<file path="src/rtl/bankswitch_select.sv">
// Classifies a freshly loaded ROM image into a bank-switching scheme code from its size, detector hits and a superchip heuristic.
// Latency: load_done to type_valid is SETTLE_CYCLES+2 clocks. No backpressure: one byte is accepted per ena, and the mapper waits for type_valid.
module bankswitch_select #(
    parameter int SETTLE_CYCLES = 4,
    parameter int SC_BYTES      = 128
) (
    input  logic        clk_i,
    input  logic        reset_i,
    input  logic        load_start_i,
    input  logic        ena_i,
    input  logic [14:0] addr_i,
    input  logic [7:0]  data_i,
    input  logic        load_done_i,
    input  logic        match_e0_i,
    input  logic        match_fe_i,
    output logic [3:0]  bs_type_o,
    output logic        sc_o,
    output logic [15:0] rom_size_o,
    output logic        type_valid_o,
    output logic        busy_o
);

    localparam logic [3:0]  SETTLE_W   = 4'(SETTLE_CYCLES);
    localparam logic [15:0] SC_BYTES_W = 16'(SC_BYTES);

    typedef enum logic [2:0] {
        ST_IDLE,
        ST_LOAD,
        ST_SETTLE,
        ST_DECIDE,
        ST_DONE
    } state_t;

    state_t      state_q;
    logic [15:0] count_q;
    logic [3:0]  settle_q;
    logic [7:0]  ref_q;
    logic        sc_ok_q;
    logic        f_e0_q;
    logic        f_fe_q;
    logic [3:0]  bs_type_q;
    logic        sc_q;
    logic [15:0] rom_size_q;
    logic        type_valid_q;
    logic        busy_q;

    logic        sc_eff;
    logic [3:0]  bs_type_d;
    logic        sc_d;
    logic        in_sc_window;

    assign sc_eff       = sc_ok_q && (count_q >= SC_BYTES_W);
    assign in_sc_window = ({1'b0, addr_i} < SC_BYTES_W);

    always_comb begin
        bs_type_d = 4'd15;
        if (count_q >= 16'd1 && count_q <= 16'd2048) begin
            bs_type_d = 4'd0;
        end else begin
            case (count_q)
                16'd4096:  bs_type_d = 4'd1;
                16'd8192:  bs_type_d = f_e0_q ? 4'd4 : (f_fe_q ? 4'd5 : (sc_eff ? 4'd3 : 4'd2));
                16'd12288: bs_type_d = 4'd6;
                16'd16384: bs_type_d = sc_eff ? 4'd8 : 4'd7;
                16'd32768: bs_type_d = sc_eff ? 4'd10 : 4'd9;
                default:   bs_type_d = 4'd15;
            endcase
        end
        sc_d = (bs_type_d == 4'd3) || (bs_type_d == 4'd8) || (bs_type_d == 4'd10);
    end

    always_ff @(posedge clk_i) begin
        if (reset_i) begin
            state_q      <= ST_IDLE;
            count_q      <= 16'd0;
            settle_q     <= 4'd0;
            ref_q        <= 8'd0;
            sc_ok_q      <= 1'b0;
            f_e0_q       <= 1'b0;
            f_fe_q       <= 1'b0;
            bs_type_q    <= 4'd1;
            sc_q         <= 1'b0;
            rom_size_q   <= 16'd0;
            type_valid_q <= 1'b0;
            busy_q       <= 1'b0;
        end else if (load_start_i) begin
            // A new image restarts from any state, including mid-load or mid-settle.
            state_q      <= ST_LOAD;
            count_q      <= 16'd0;
            settle_q     <= 4'd0;
            ref_q        <= 8'd0;
            sc_ok_q      <= 1'b1;
            f_e0_q       <= 1'b0;
            f_fe_q       <= 1'b0;
            type_valid_q <= 1'b0;
            busy_q       <= 1'b1;
        end else begin
            case (state_q)
                ST_LOAD: begin
                    if (ena_i) begin
                        if (count_q != 16'hFFFF) begin
                            count_q <= count_q + 16'd1;
                        end
                        if (in_sc_window) begin
                            if (addr_i == 15'd0) begin
                                ref_q <= data_i;
                            end else if (data_i != ref_q) begin
                                sc_ok_q <= 1'b0;
                            end
                        end
                    end
                    if (match_e0_i) f_e0_q <= 1'b1;
                    if (match_fe_i) f_fe_q <= 1'b1;
                    if (load_done_i) begin
                        state_q  <= ST_SETTLE;
                        settle_q <= SETTLE_W;
                    end
                end
                ST_SETTLE: begin
                    // Detector pipelines may still report a hit after the last byte.
                    if (match_e0_i) f_e0_q <= 1'b1;
                    if (match_fe_i) f_fe_q <= 1'b1;
                    if (settle_q == 4'd0) begin
                        state_q <= ST_DECIDE;
                    end else begin
                        settle_q <= settle_q - 4'd1;
                    end
                end
                ST_DECIDE: begin
                    bs_type_q    <= bs_type_d;
                    sc_q         <= sc_d;
                    rom_size_q   <= count_q;
                    type_valid_q <= 1'b1;
                    busy_q       <= 1'b0;
                    state_q      <= ST_DONE;
                end
                ST_IDLE, ST_DONE: begin
                    state_q <= state_q;
                end
                default: begin
                    state_q <= ST_IDLE;
                end
            endcase
        end
    end

    assign bs_type_o    = bs_type_q;
    assign sc_o         = sc_q;
    assign rom_size_o   = rom_size_q;
    assign type_valid_o = type_valid_q;
    assign busy_o       = busy_q;

endmodule
</file>
<file path="config.mk">
export PLATFORM = sky130hd
export DESIGN_NAME = bankswitch_select
export DESIGN_NICKNAME = d
export VERILOG_FILES = /design/src/rtl/bankswitch_select.sv
export SDC_FILE = /design/constraint.sdc
export NUM_CORES = 1
export LEC_CHECK = 0
export ABC_AREA = 1
export CORE_ASPECT_RATIO = 1.2
export CORE_MARGIN = 3
export CORE_UTILIZATION = 45
export DETAILED_ROUTE_END_ITERATION = 8
export PLACE_DENSITY = 0.74
export SYNTH_ARGS = -nofsm -noshare
export SYNTH_HDL_FRONTEND = slang
export SYNTH_SLANG_ARGS = --single-unit
</file>
<file path="constraint.sdc">
create_clock -name clk_i -period 3.58 [get_ports clk_i]
set_clock_uncertainty 0.1 [all_clocks]
set_input_delay 0.537 -clock clk_i [delete_from_list [all_inputs] [get_ports clk_i]]
set_output_delay 0.537 -clock clk_i [all_outputs]
set_load 0.1 [all_outputs]
</file>
# After elaboration in Yosys (flattened, before gate mapping)
# Cells that the tools add are included.
[totals]
reg_bits = 57
output_inout_bits = 23
word_cells = 89
[op_classes]
n_addsub = 2
order_cmp = 4
n_eq_ne = 21
muxes = 22
bitwise = 2
n_reduce_logical = 25
[op_table]
columns = ["operator", "n"]
rows = [
  ["$eq 16x14->1 const B", 2],
  ["$pmux 4 s5", 1],
  ["$add 16x1->16 const B", 1],
  ["$eq 16x13->1 const B", 1],
  ["$eq 16x15->1 const B", 1],
  ["$eq 16x16->1 const B", 1],
  ["$ge 16x1->1 const B", 1],
  ["$ge 16x8->1 const B", 1],
  ["$le 16x12->1 const B", 1],
  ["$mux 4", 4],
  ["$ne 16x16->1 const B", 1],
  ["$logic_not 15->1", 1],
  ["$lt 15x8->1 const B", 1],
  ["$mux 3", 4],
  ["$pmux 3 s4", 1],
  ["$reduce_and 3->1", 4],
  ["$reduce_bool 2->1", 6],
  ["$mux 1", 10],
  ["$ne 2x2->1 const B", 5],
  ["$eq 4x4->1 const B", 2],
  ["$ne 8x8->1", 1],
  ["$pmux 4 s2", 1],
  ["$eq 3x2->1 const B", 2],
  ["$ne 3x3->1 const B", 2],
  ["other kinds (14)", 21],
]

# Longest topological paths before layout
# Gate-level depths: netlist (run 1).
[depth]
depth_word = 10
depth_mapped = 15
mapped_depth_nobuf = 14

# Worst setup path after synthesis (run 1)
# Ideal clock, no wire load.
[synth_path]
kind = "input -> register"
from = "input addr_i[5]"
to = "register ref_q[0]"
setup_time_ns = 0.116
t_arrival_ns = 1.490
setup_slack_ns = 1.874
path_stages = 5
path_buffers = 0
cell_sequence = "or2_1 > nor4_1 > nand3_1 > o21ai_0 > nor2_1"
[synth_between]
elab_chain_cells = 2
word_cells_on_any_way = 3
classes_between = "1 x order compare; 2 x reduce/logical"
[synth_rtl]
columns = ["element", "line", "text"]
rows = [
  ["start, declared", "11", "input logic [14:0] addr_i,"],
  ["$lt 15x8->1 or $logic_not 15->1 (tied branches)", "53, 105", ""],
  ["$reduce_and 4->1 (no line) (*)", "n/a", ""],
  ["end signal, assigned", "106", "ref_q <= data_i;"],
  ["end, declared", "37", "logic [7:0] ref_q;"],
]
# Every way passes the cells marked *; elsewhere a longest branch is shown, timed or not.
# A chain may end at the register's enable or synchronous reset.

# Worst setup path in the final report (run 1)
[layout_path]
from = "register rom_size_q[1], in the netlist rom_size_o[1]"
to = "output rom_size_o[1]"
[layout_rtl]
columns = ["element", "line", "text"]
rows = [
  ["start, declared", "43", "logic [15:0] rom_size_q;"],
  ["start signal, assigned", "132", "rom_size_q <= count_q;"],
  ["end, declared", "18", "output logic [15:0] rom_size_o,"],
]
# No word-level cell between the ends.

==> results of run 1 <==
[per-layer routing]
layer	vias up	share of wire (%)	track usage, %
li1	1497	-	-
met1	1264	47	22.6
met2	73	45	31.5
met3	16	4.7	3.93
met4	0	2.8	11.2
met5	-	0	0
[layout by cell type (no fill, tap or decap), types with 8 or more instances in the layout]
| cell | synthesis | final |
|---|---|---|
| nand2_1 | 80 | 80 |
| nor2_1 | 65 | 65 |
| dfxtp_1 | 57 | 57 |
| clkdlybuf4s50_1 | 0 | 52 |
| inv_1 | 46 | 46 |
| o21ai_0 | 32 | 32 |
| nand3_1 | 25 | 25 |
| a21oi_1 | 19 | 19 |
| nor3_1 | 17 | 17 |
| clkbuf_8 | 0 | 12 |
| o21ai_1 | 8 | 8 |
| xor2_1 | 8 | 8 |
[tightest hold or removal path: stages, from the launching register on]
cell	delay [ps]
dfxtp_1	330
nand2_1	50
o21ai_0	50
[worst paths after layout]
path,from,end,slack [ps],cells past startpoint
hold / removal,rom_size_o[10],rom_size_o[10],360,2
setup / recovery,rom_size_o[1],rom_size_o[1],1120,1
setup reg to reg,state_q[0],rom_size_o[9],1580,7
hold reg to reg,rom_size_o[10],rom_size_o[10],360,2
[cells by family after synthesis]
kind of cell / synth area share, %
buffers and inverters: 8.30
AO/OA/AOI/OAI: 12.9
AND/OR/NAND/NOR: 35.4
XOR/XNOR: 2.70
adder cells (fa/ha/maj): 1.71
flip-flops: 39.0
[registers in the layout, summed over array words and instances, names as in the netlist]
signal and count:
bs_type_o 4, busy_o 1, count_q 16, f_e0_q 1, f_fe_q 1, ref_q 8, rom_size_o 16, sc_o 1
sc_ok_q 1, settle_q 4, state_q 3, type_valid_o 1
[final cells by class]
cell class / instances / area, sq um / area share [%]
multi-input cells: 307 / 1540 / 41.3
well taps: 82 / 103 / 2.75
inverters: 53 / 199 / 5.34
repair buffers: 53 / 528 / 14.2
clock buffers: 12 / 165 / 4.43
clock inverters: 4 / 50.0 / 1.34
flip-flops and latches: 57 / 1140 / 30.6
[power by group]
group          internal (mW)  switching, mW
combinational         0.0513         0.0618
clock                  0.377          0.264
sequential             0.641        0.00420
[through the flow]
| stage | hold WS, ps | util, % | setup slack (ps) | cells | power (mW) |
|---|---|---|---|---|---|
| final | 359 | 60.4 | 1120 | 568 | 1.40 |
| after CTS | 361 | 60.4 | 1100 | 568 | 1.41 |
| after global placement | 339 | 56.9 | 1100 | 552 | 0.771 |
| after floorplan | 351 | - | 1870 | 424 | 0.723 |
| after detailed placement | 344 | 56.9 | 1040 | 552 | 0.773 |
| after global routing | 385 | 60.4 | 1070 | 568 | 1.44 |
==> out/qor.yml, run 1 <==
route:
  dr.first_iter.drc_count: 134
  wirelength_mm: 6.53
  ant_nets: 0
  dr.pass1.iters: 5
  via_count: 2850
  post_drt_wl_per_cell_microns: 11.5
  drc: 0
  viasPerCell: 5.02
clocking:
  clk-insertion-delay-late_ps: 340
  path_clk_slew_ps: 70
  clockRootBuffer: "clkbuf_8"
  cts_htree_levels: 3
  cts_tree: "built"
  cts_buffers: 9
  cts_max_path_buffers: 2
  clock-sinks: 57
  cts_hold_buf: 0
  cts_resized: 0
  post_cts_buffers: 0
finish:
  nFillCells: 572
  syn2layout_area_growth_pct: 27.4
  drive_gt1_share_pct: 10.3
  diodes: 0
  final_cell_area_sq_mm: 0.00373
  fin_nets: 515
sta:
  tightest_slew_ps: 1180
  final.min_clock_period_ps: 2460
  slew_violations: 0
  slew_headroom_pct: 21.3
  fmax_mhz: 407
  setup_viol: 0
  finalHoldViolCount: 0
  fin_crit_sh_pct: 68.6
  rsz0062_at_grt: "no"
  setup_tns_ps: 0
placement:
  place_congestion: 0.872
  placed_area_sq_mm: 0.00351
  place_hpwl_mm: 5.01
  io_buffer_count: 52
worst_setup_path:
  worstSetupPathType: "flip-flop to output pin"
  crit_arrival_ps: 1820
  crit_path_start_kind: "flip-flop"
  crit_chain: "clkdlybuf4s50_1"
  crit_path_end_kind: "output pin"
  slowest_stage: "clkdlybuf4s50_1"
  path_buf_inv: 1
  crit_required_ps: 2940
  cp_slowest_stage_delay_ps: 1140
  crit_fanout: 2
  path_delay_family: "buffers and inverters"
synth:
  synth_top_area_share_pct: 39.0
  synth-async-reset-ratio_pct: 0
  synthFlopType: "dfxtp_1"
  synth.area.top_cells: "dfxtp_1 39%, nand2_1 10%, nor2_1 8.3%"
  ys_seq_elements: 57
  synth-edff-count: 0
  yosysTopAreaCell: "dfxtp_1"
  syn_area_sq_mm: 0.00292
  syn_nets: 458
  yosysWarnings: 0
  synth_seq_area_share_pct: 39.0
  synth.distinct_cells: 35
  syn_area_per_cell_sq_um: 6.90
  synthCells: 424
  synth.most_common_cell: "nand2_1"
  synth.top_cells.by_count: "80 x nand2_1, 65 x nor2_1, 57 x dfxtp_1"
die:
  rows: 31
  start_util_pct: 47.4
  die_w_microns: 79.6
  io_pins: 53
  die-height_microns: 94.3
  die_area_sq_mm: 0.00751
  coreArea_sq_mm: 0.00617
global_route:
  grt_pass1_wl_mm: 11.3
  grt_overflow: 0
  grt_max_degree: 21
  antenna_found_initial: 0
  grt_pass1_vias: 2690
  grt_use_total_pct: 19.0
power:
  peakVddDrop_mv: 0.252
  cellPowerDensity_mw_per_mm2: 375
  p_leak_nw: 1.49
worst_hold_path:
  hp-class: "flip-flop to flip-flop"
run_status:
  status: "finished clean"
run:
  maxCapViolCount: 0
(Power assumes the default switching activity.)
==> inputs of run 2 (changes only) <==
Settings changed: PLACE_DENSITY 0.74 to 0.77.
Clock period 3.58 ns to 2.1 ns, I/O delays scaled along.
==> run 2 against run 1 <==
  * Cell count is 1.4% higher
  * Register-to-register slack lost 1300 ps
  * Sequential power is 71% higher
  * Critical path type is now flip-flop to flip-flop
==> out/qor.yml, run 2 (synthesized netlist as in run 1, its figures left out) <==
worst_setup_path:
  cp_slowest_stage_delay_ps: 350  # was 1140 ps
  crit_arrival_ps: 1980  # was 1820 ps
  crit_path_end_kind: "flip-flop"  # was output pin
  slowest_stage: "dfxtp_1"  # was clkdlybuf4s50_1
  path_buf_inv: 2  # was 1
  worstSetupPathType: "flip-flop to flip-flop"  # was flip-flop to output pin
  critPathMostFrequentCell: "nand2_1"
  crit_required_ps: 2230  # was 2940 ps
  crit_path_start_kind: "flip-flop"  # unchanged
  crit_fanout: 9  # was 2
  crit_chain: "inv_2, ha_1, nand2_2, nor2_4, buf_4, nand3_1, nor2_1, nor2_1, nor2_1, nand2_1, nand3_1, nand2_1, nand2_1, nand2_1"  # was clkdlybuf4s50_1
  path_delay_family: "simple AND/OR/NAND/NOR gates"  # was buffers and inverters
finish:
  diodes: 0  # unchanged
  fin_nets: 523  # was 515
  layout_common_cells: "80 x nand2_1, 65 x nor2_1, 57 x dfxtp_1"  # unchanged
  mostFrequentLayoutCell: "nand2_1"  # unchanged
  drive_gt1_share_pct: 16.2  # was 10.3%
  syn2layout_area_growth_pct: 28.8  # was 27.4%
  fin_cells: 576  # was 568
  nFillCells: 580  # was 572
sta:
  setup_tns_ps: 0  # unchanged
  tightest_slew_ps: 458  # was 1180 ps
  rsz0062_at_grt: "no"  # unchanged
  finalHoldViolCount: 0  # unchanged
  setup_viol: 0  # unchanged
  final.min_clock_period_ps: 1850
  fin_crit_sh_pct: 88.1
  slew_violations: 0  # unchanged
  fmax_mhz: 540
  slew_headroom_pct: 69.4  # was 21.3%
clocking:
  path_clk_slew_ps: 60  # was 70 ps
  cts_tree: "built"  # unchanged
  clock-sinks: 57  # unchanged
  clk-insertion-delay-late_ps: 340  # about the same
  clockRootBuffer: "clkbuf_8"  # unchanged
  cts_hold_buf: 0  # unchanged
  cts_max_path_buffers: 2  # unchanged
  cts_htree_levels: 3  # unchanged
  cts_buffers: 9  # unchanged
power:
  p_leak_nw: 1.59  # was 1.49 nW
  p_total_mw: 2.59  # was 1.40 mW
  peakVddDrop_mv: 0.325  # was 0.252 mV
  cellPowerDensity_mw_per_mm2: 689  # was 375 mW/mm^2
die:
  die_area_sq_mm: 0.00751  # unchanged
  io_pins: 53  # unchanged
  start_util_pct: 47.4  # unchanged
  coreArea_sq_mm: 0.00617  # unchanged
  die_w_microns: 79.6  # unchanged
  die-height_microns: 94.3  # unchanged
  rows: 31  # unchanged
route:
  dr.pass1.iters: 4  # was 5
  via_count: 2875  # was 2,850
  post_drt_wl_per_cell_microns: 11.4  # was 11.5 microns
  wirelength_mm: 6.59  # was 6.53 mm
  dr.first_iter.drc_count: 119  # was 134
  drc: 0  # unchanged
  viasPerCell: 4.99  # was 5.02
  ant_nets: 0  # unchanged
placement:
  place_congestion: 0.857  # was 0.872
  place_inst: 557  # was 552
  place_hpwl_mm: 4.99  # was 5.01 mm
  io_buffer_count: 52  # unchanged
global_route:
  grt_max_degree: 21  # unchanged
  grt_use_total_pct: 19.3  # was 19.0%
  antenna_found_initial: 0  # unchanged
  grt_overflow: 0  # unchanged
  grt_pass1_vias: 2754  # was 2,690
  grt_pass1_wl_mm: 11.5  # was 11.3 mm
run_status:
  status: "finished clean"  # unchanged
worst_hold_path:
  hp-class: "flip-flop to flip-flop"  # unchanged
run:
  maxCapViolCount: 0  # unchanged
-- run 2: report_power, final --
group	switching (mW)	leakage [nW]	internal [mW]
clock	0.435	0.127	0.856
sequential	0.00731	0.461	1.09
combinational	0.109	1.01	0.0943
-- run 2: path summary, 6_finish.rpt --
path	from	endpoint	slack (ps)	depth (start not counted)
setup reg to reg	count_q[0]	sc_o	250	14
hold reg to reg	busy_o	busy_o	350	1
hold / removal	busy_o	busy_o	350	1
setup / recovery	count_q[0]	sc_o	250	14
-- run 2: worst register-to-register path: stages, from the launching register on --
cell	delay, ps
dfxtp_1	350
inv_2	120
ha_1	170
nand2_2	70
nor2_4	190
buf_4	160
nand3_1	60
nor2_1	100
nor2_1	70
nor2_1	80
nand2_1	60
nand3_1	60
nand2_1	50
nand2_1	50
nand2_1	40
-- run 2: area by class of cell --
type | instances | area [sq um] | share of cell area, %
Inverter | 53 | 199 | 5.28
Clock inverter | 4 | 98.8 | 2.62
Tap cell | 82 | 103 | 2.72
Multi-Input combinational cell | 307 | 1540 | 40.9
Sequential cell | 57 | 1140 | 30.3
Timing Repair Buffer | 61 | 531 | 14.1
Clock buffer | 12 | 155 | 4.12
-- run 2: what timing repair did --
action                     4_1_cts  5_1_grt
buffers inserted                 0        3
resized for setup                0        1
setup endpoints to repair        0        1
-- run 2: layer usage --
| layer | share of wire [%] | global-route usage [%] | up-vias |
|---|---|---|---|
| met3 | 5.0 | 6.43 | 18 |
| met2 | 50 | 32.6 | 76 |
| met5 | 0 | 0 | - |
| met1 | 43 | 21.3 | 1270 |
| li1 | - | - | 1511 |
| met4 | 2.4 | 9.89 | 0 |
-- run 2: stage by stage --
stage,hold slack [ps],area [sq um],util (%),setup WS (ps)
after floorplan,284,2920,-,463
after global placement,338,3490,56.6,145
after detailed placement,343,3490,56.6,81.3
after CTS,357,3740,60.7,202
after global routing,377,3770,61.1,68.0
final,353,3770,61.1,250
==> inputs of run 3 (changes only) <==
Settings changed: CORE_ASPECT_RATIO 1.2 to 2, CORE_MARGIN 3 to 2.
==> run 3 against run 2 <==
  * Register-to-register slack got worse by 20 ps
  * Flip-flop and latch count is the same
  * Worst hold slack got worse by 1.2 ps
  * Utilization fell by 0.072 points
  * Sequential share of layout area decreased by 0.65 points
  * Count of clock-buffer cells in the layout down 3
  * Largest power group unchanged
==> out/qor.yml, run 3 (synthesized netlist as in run 1, its figures left out) <==
run_status:
  status: "finished clean"  # unchanged
die:
  io_pins: 53  # unchanged
  die_w_microns: 61  # was 79.6 microns
  die-height_microns: 118  # was 94.3 microns
  die_area_sq_mm: 0.00720  # was 0.00751 sq mm
  start_util_pct: 46.3  # was 47.4%
  rows: 41  # was 31
  coreArea_sq_mm: 0.00631  # was 0.00617 sq mm
worst_setup_path:
  r2r_cells: 11  # was 14
  crit_required_ps: 2230  # about the same
  crit_start: "count_q[1]"  # was count_q[0]
  crit_fanout: 5  # was 9
  rrSetupSlack_ps: 230  # was 250 ps
  crit_path_start_kind: "flip-flop"  # unchanged
  r2r-start: "count_q[1]"  # was count_q[0]
  worstSetupEndpoint: "sc_o"  # unchanged
  timing.rr.end: "sc_o"  # unchanged
  crit_arrival_ps: 2000  # was 1980 ps
  crit_path_end_kind: "flip-flop"  # unchanged
  worstSetupPathType: "flip-flop to flip-flop"  # unchanged
clocking:
  cts_buffers: 9  # unchanged
  cts_hold_buf: 0  # unchanged
  cts_max_path_buffers: 2  # unchanged
  cts_resized: 0  # unchanged
  clk-insertion-delay-late_ps: 340  # about the same
  path_clk_slew_ps: 50  # was 60 ps
  cts_htree_levels: 3  # unchanged
  cts_tree: "built"  # unchanged
  clockRootBuffer: "clkbuf_16"  # was clkbuf_8
  clock-sinks: 57  # unchanged
global_route:
  grt_use_total_pct: 23.6  # was 19.3%
  grt_pass1_vias: 3019  # was 2,754
  grt_overflow: 0  # unchanged
  antenna_found_initial: 0  # unchanged
  grt_max_degree: 20  # was 21
  grt_pass1_wl_mm: 12.8  # was 11.5 mm
finish:
  mostFrequentLayoutCell: "nand2_1"  # unchanged
  fin_nets: 523  # unchanged
  syn2layout_area_growth_pct: 31.7  # was 28.8%
  drive_gt1_share_pct: 16.4  # was 16.2%
  seq_area_sq_mm: 0.00114  # unchanged
  diodes: 0  # unchanged
  layout_common_cells: "80 x nand2_1, 65 x nor2_1, 57 x dfxtp_1"  # unchanged
  multi_input_area_sq_mm: 0.00155  # was 0.00154 sq mm
  final_cell_area_sq_mm: 0.00385  # was 0.00377 sq mm
  nFillCells: 589  # was 580
placement:
  io_buffer_count: 52  # unchanged
  placed_area_sq_mm: 0.00352  # was 0.00349 sq mm
  place_ws_ps: 100  # was 81.3 ps
  place_congestion: 0.899  # was 0.857
  place_hpwl_mm: 5.57  # was 4.99 mm
sta:
  tightest_slew_ps: 478  # was 458 ps
  fin_crit_sh_pct: 89.1  # was 88.1%
  setup_slack_ps: 228  # was 250 ps
  slew_violations: 0  # unchanged
  finalHoldViolCount: 0  # unchanged
  hold_ws_ps: 352  # was 353 ps
  slew_headroom_pct: 68.1  # was 69.4%
  setup_tns_ps: 0  # unchanged
  rsz0062_at_grt: "no"  # unchanged
  final.min_clock_period_ps: 1870  # was 1850 ps
  fmax_mhz: 534  # was 540 MHz
  setup_viol: 0  # unchanged
route:
  post_drt_wl_per_cell_microns: 12.6  # was 11.4 microns
  wirelength_mm: 7.33  # was 6.59 mm
  viasPerCell: 5.03  # was 4.99
  via_count: 2920  # was 2,875
  dr.pass1.iters: 4  # unchanged
  dr.first_iter.drc_count: 110  # was 119
  drc: 0  # unchanged
  ant_nets: 0  # unchanged
power:
  peakVddDrop_mv: 0.615  # was 0.325 mV
  p_leak_nw: 1.63  # was 1.59 nW
  cellPowerDensity_mw_per_mm2: 746  # was 689 mW/mm^2
worst_hold_path:
  hp-class: "flip-flop to flip-flop"  # unchanged
run:
  maxCapViolCount: 0  # unchanged
==> run 3: per-layer routing <==
metal	up-vias	part of all wire [%]	track usage [%]
met2	54	57	41.7
met3	21	3.0	5.16
met5	-	0	0
met4	0	4.3	14.4
li1	1509	-	-
met1	1336	36	23.2
==> run 3: critical path, stage by stage (launching register included) <==
cell	delay [ps]
dfxtp_1	320
inv_1	130
ha_1	200
nand2_2	100
nor2_4	160
nand3_2	110
o21ai_0	310
nor2_1	70
nor2_1	120
nor2_1	50
nand2_1	60
nand2_1	40
==> run 3: metrics by stage <==
step                      instances  util (%)  power [mW]
after floorplan                 424         -        1.23
final                           580      61.0        2.87
after CTS                       578      60.8        2.89
after global routing            580      61.0        2.96
after global placement          562      55.7        1.33
after detailed placement        562      55.7        1.33
==> run 3: worst min path at each step <==
stage | start | endpoint | slack (ps) | cells after the start
2_1_floorplan | reset_i | sc_ok_q | 280 | 1
5_1_grt | rom_size_o[9] | rom_size_o[9] | 390 | 2
3_3_place_gp | bs_type_o[1] | bs_type_o[1] | 340 | 2
4_1_cts | busy_o | busy_o | 360 | 1
6_report | bs_type_o[1] | bs_type_o[1] | 350 | 2
3_5_place_dp | busy_o | busy_o | 350 | 1
==> run 3: final cells by class <==
| cell class | instances | area share (%) |
|---|---|---|
| multi-input combinational | 308 | 40.2 |
| inverter | 53 | 5.17 |
| clock inverter | 7 | 2.47 |
| sequential | 57 | 29.6 |
| clock buffer | 9 | 5.85 |
| timing repair buffer | 60 | 13.9 |
| tap | 86 | 2.79 |
==> run 3: timing repair <==
item | 4_1_cts | 5_1_grt
endpoints found under the setup margin | 0 | 3
hold endpoints to repair | 0 | 0
setup buffers | 0 | 1
==> run 3: where the power goes <==
group          switching [mW]  leakage [nW]  internal, mW
registers             0.00751         0.461          1.09
clock network           0.526         0.155          1.04
logic                   0.112          1.01        0.0957
total                   0.646          1.63          2.23
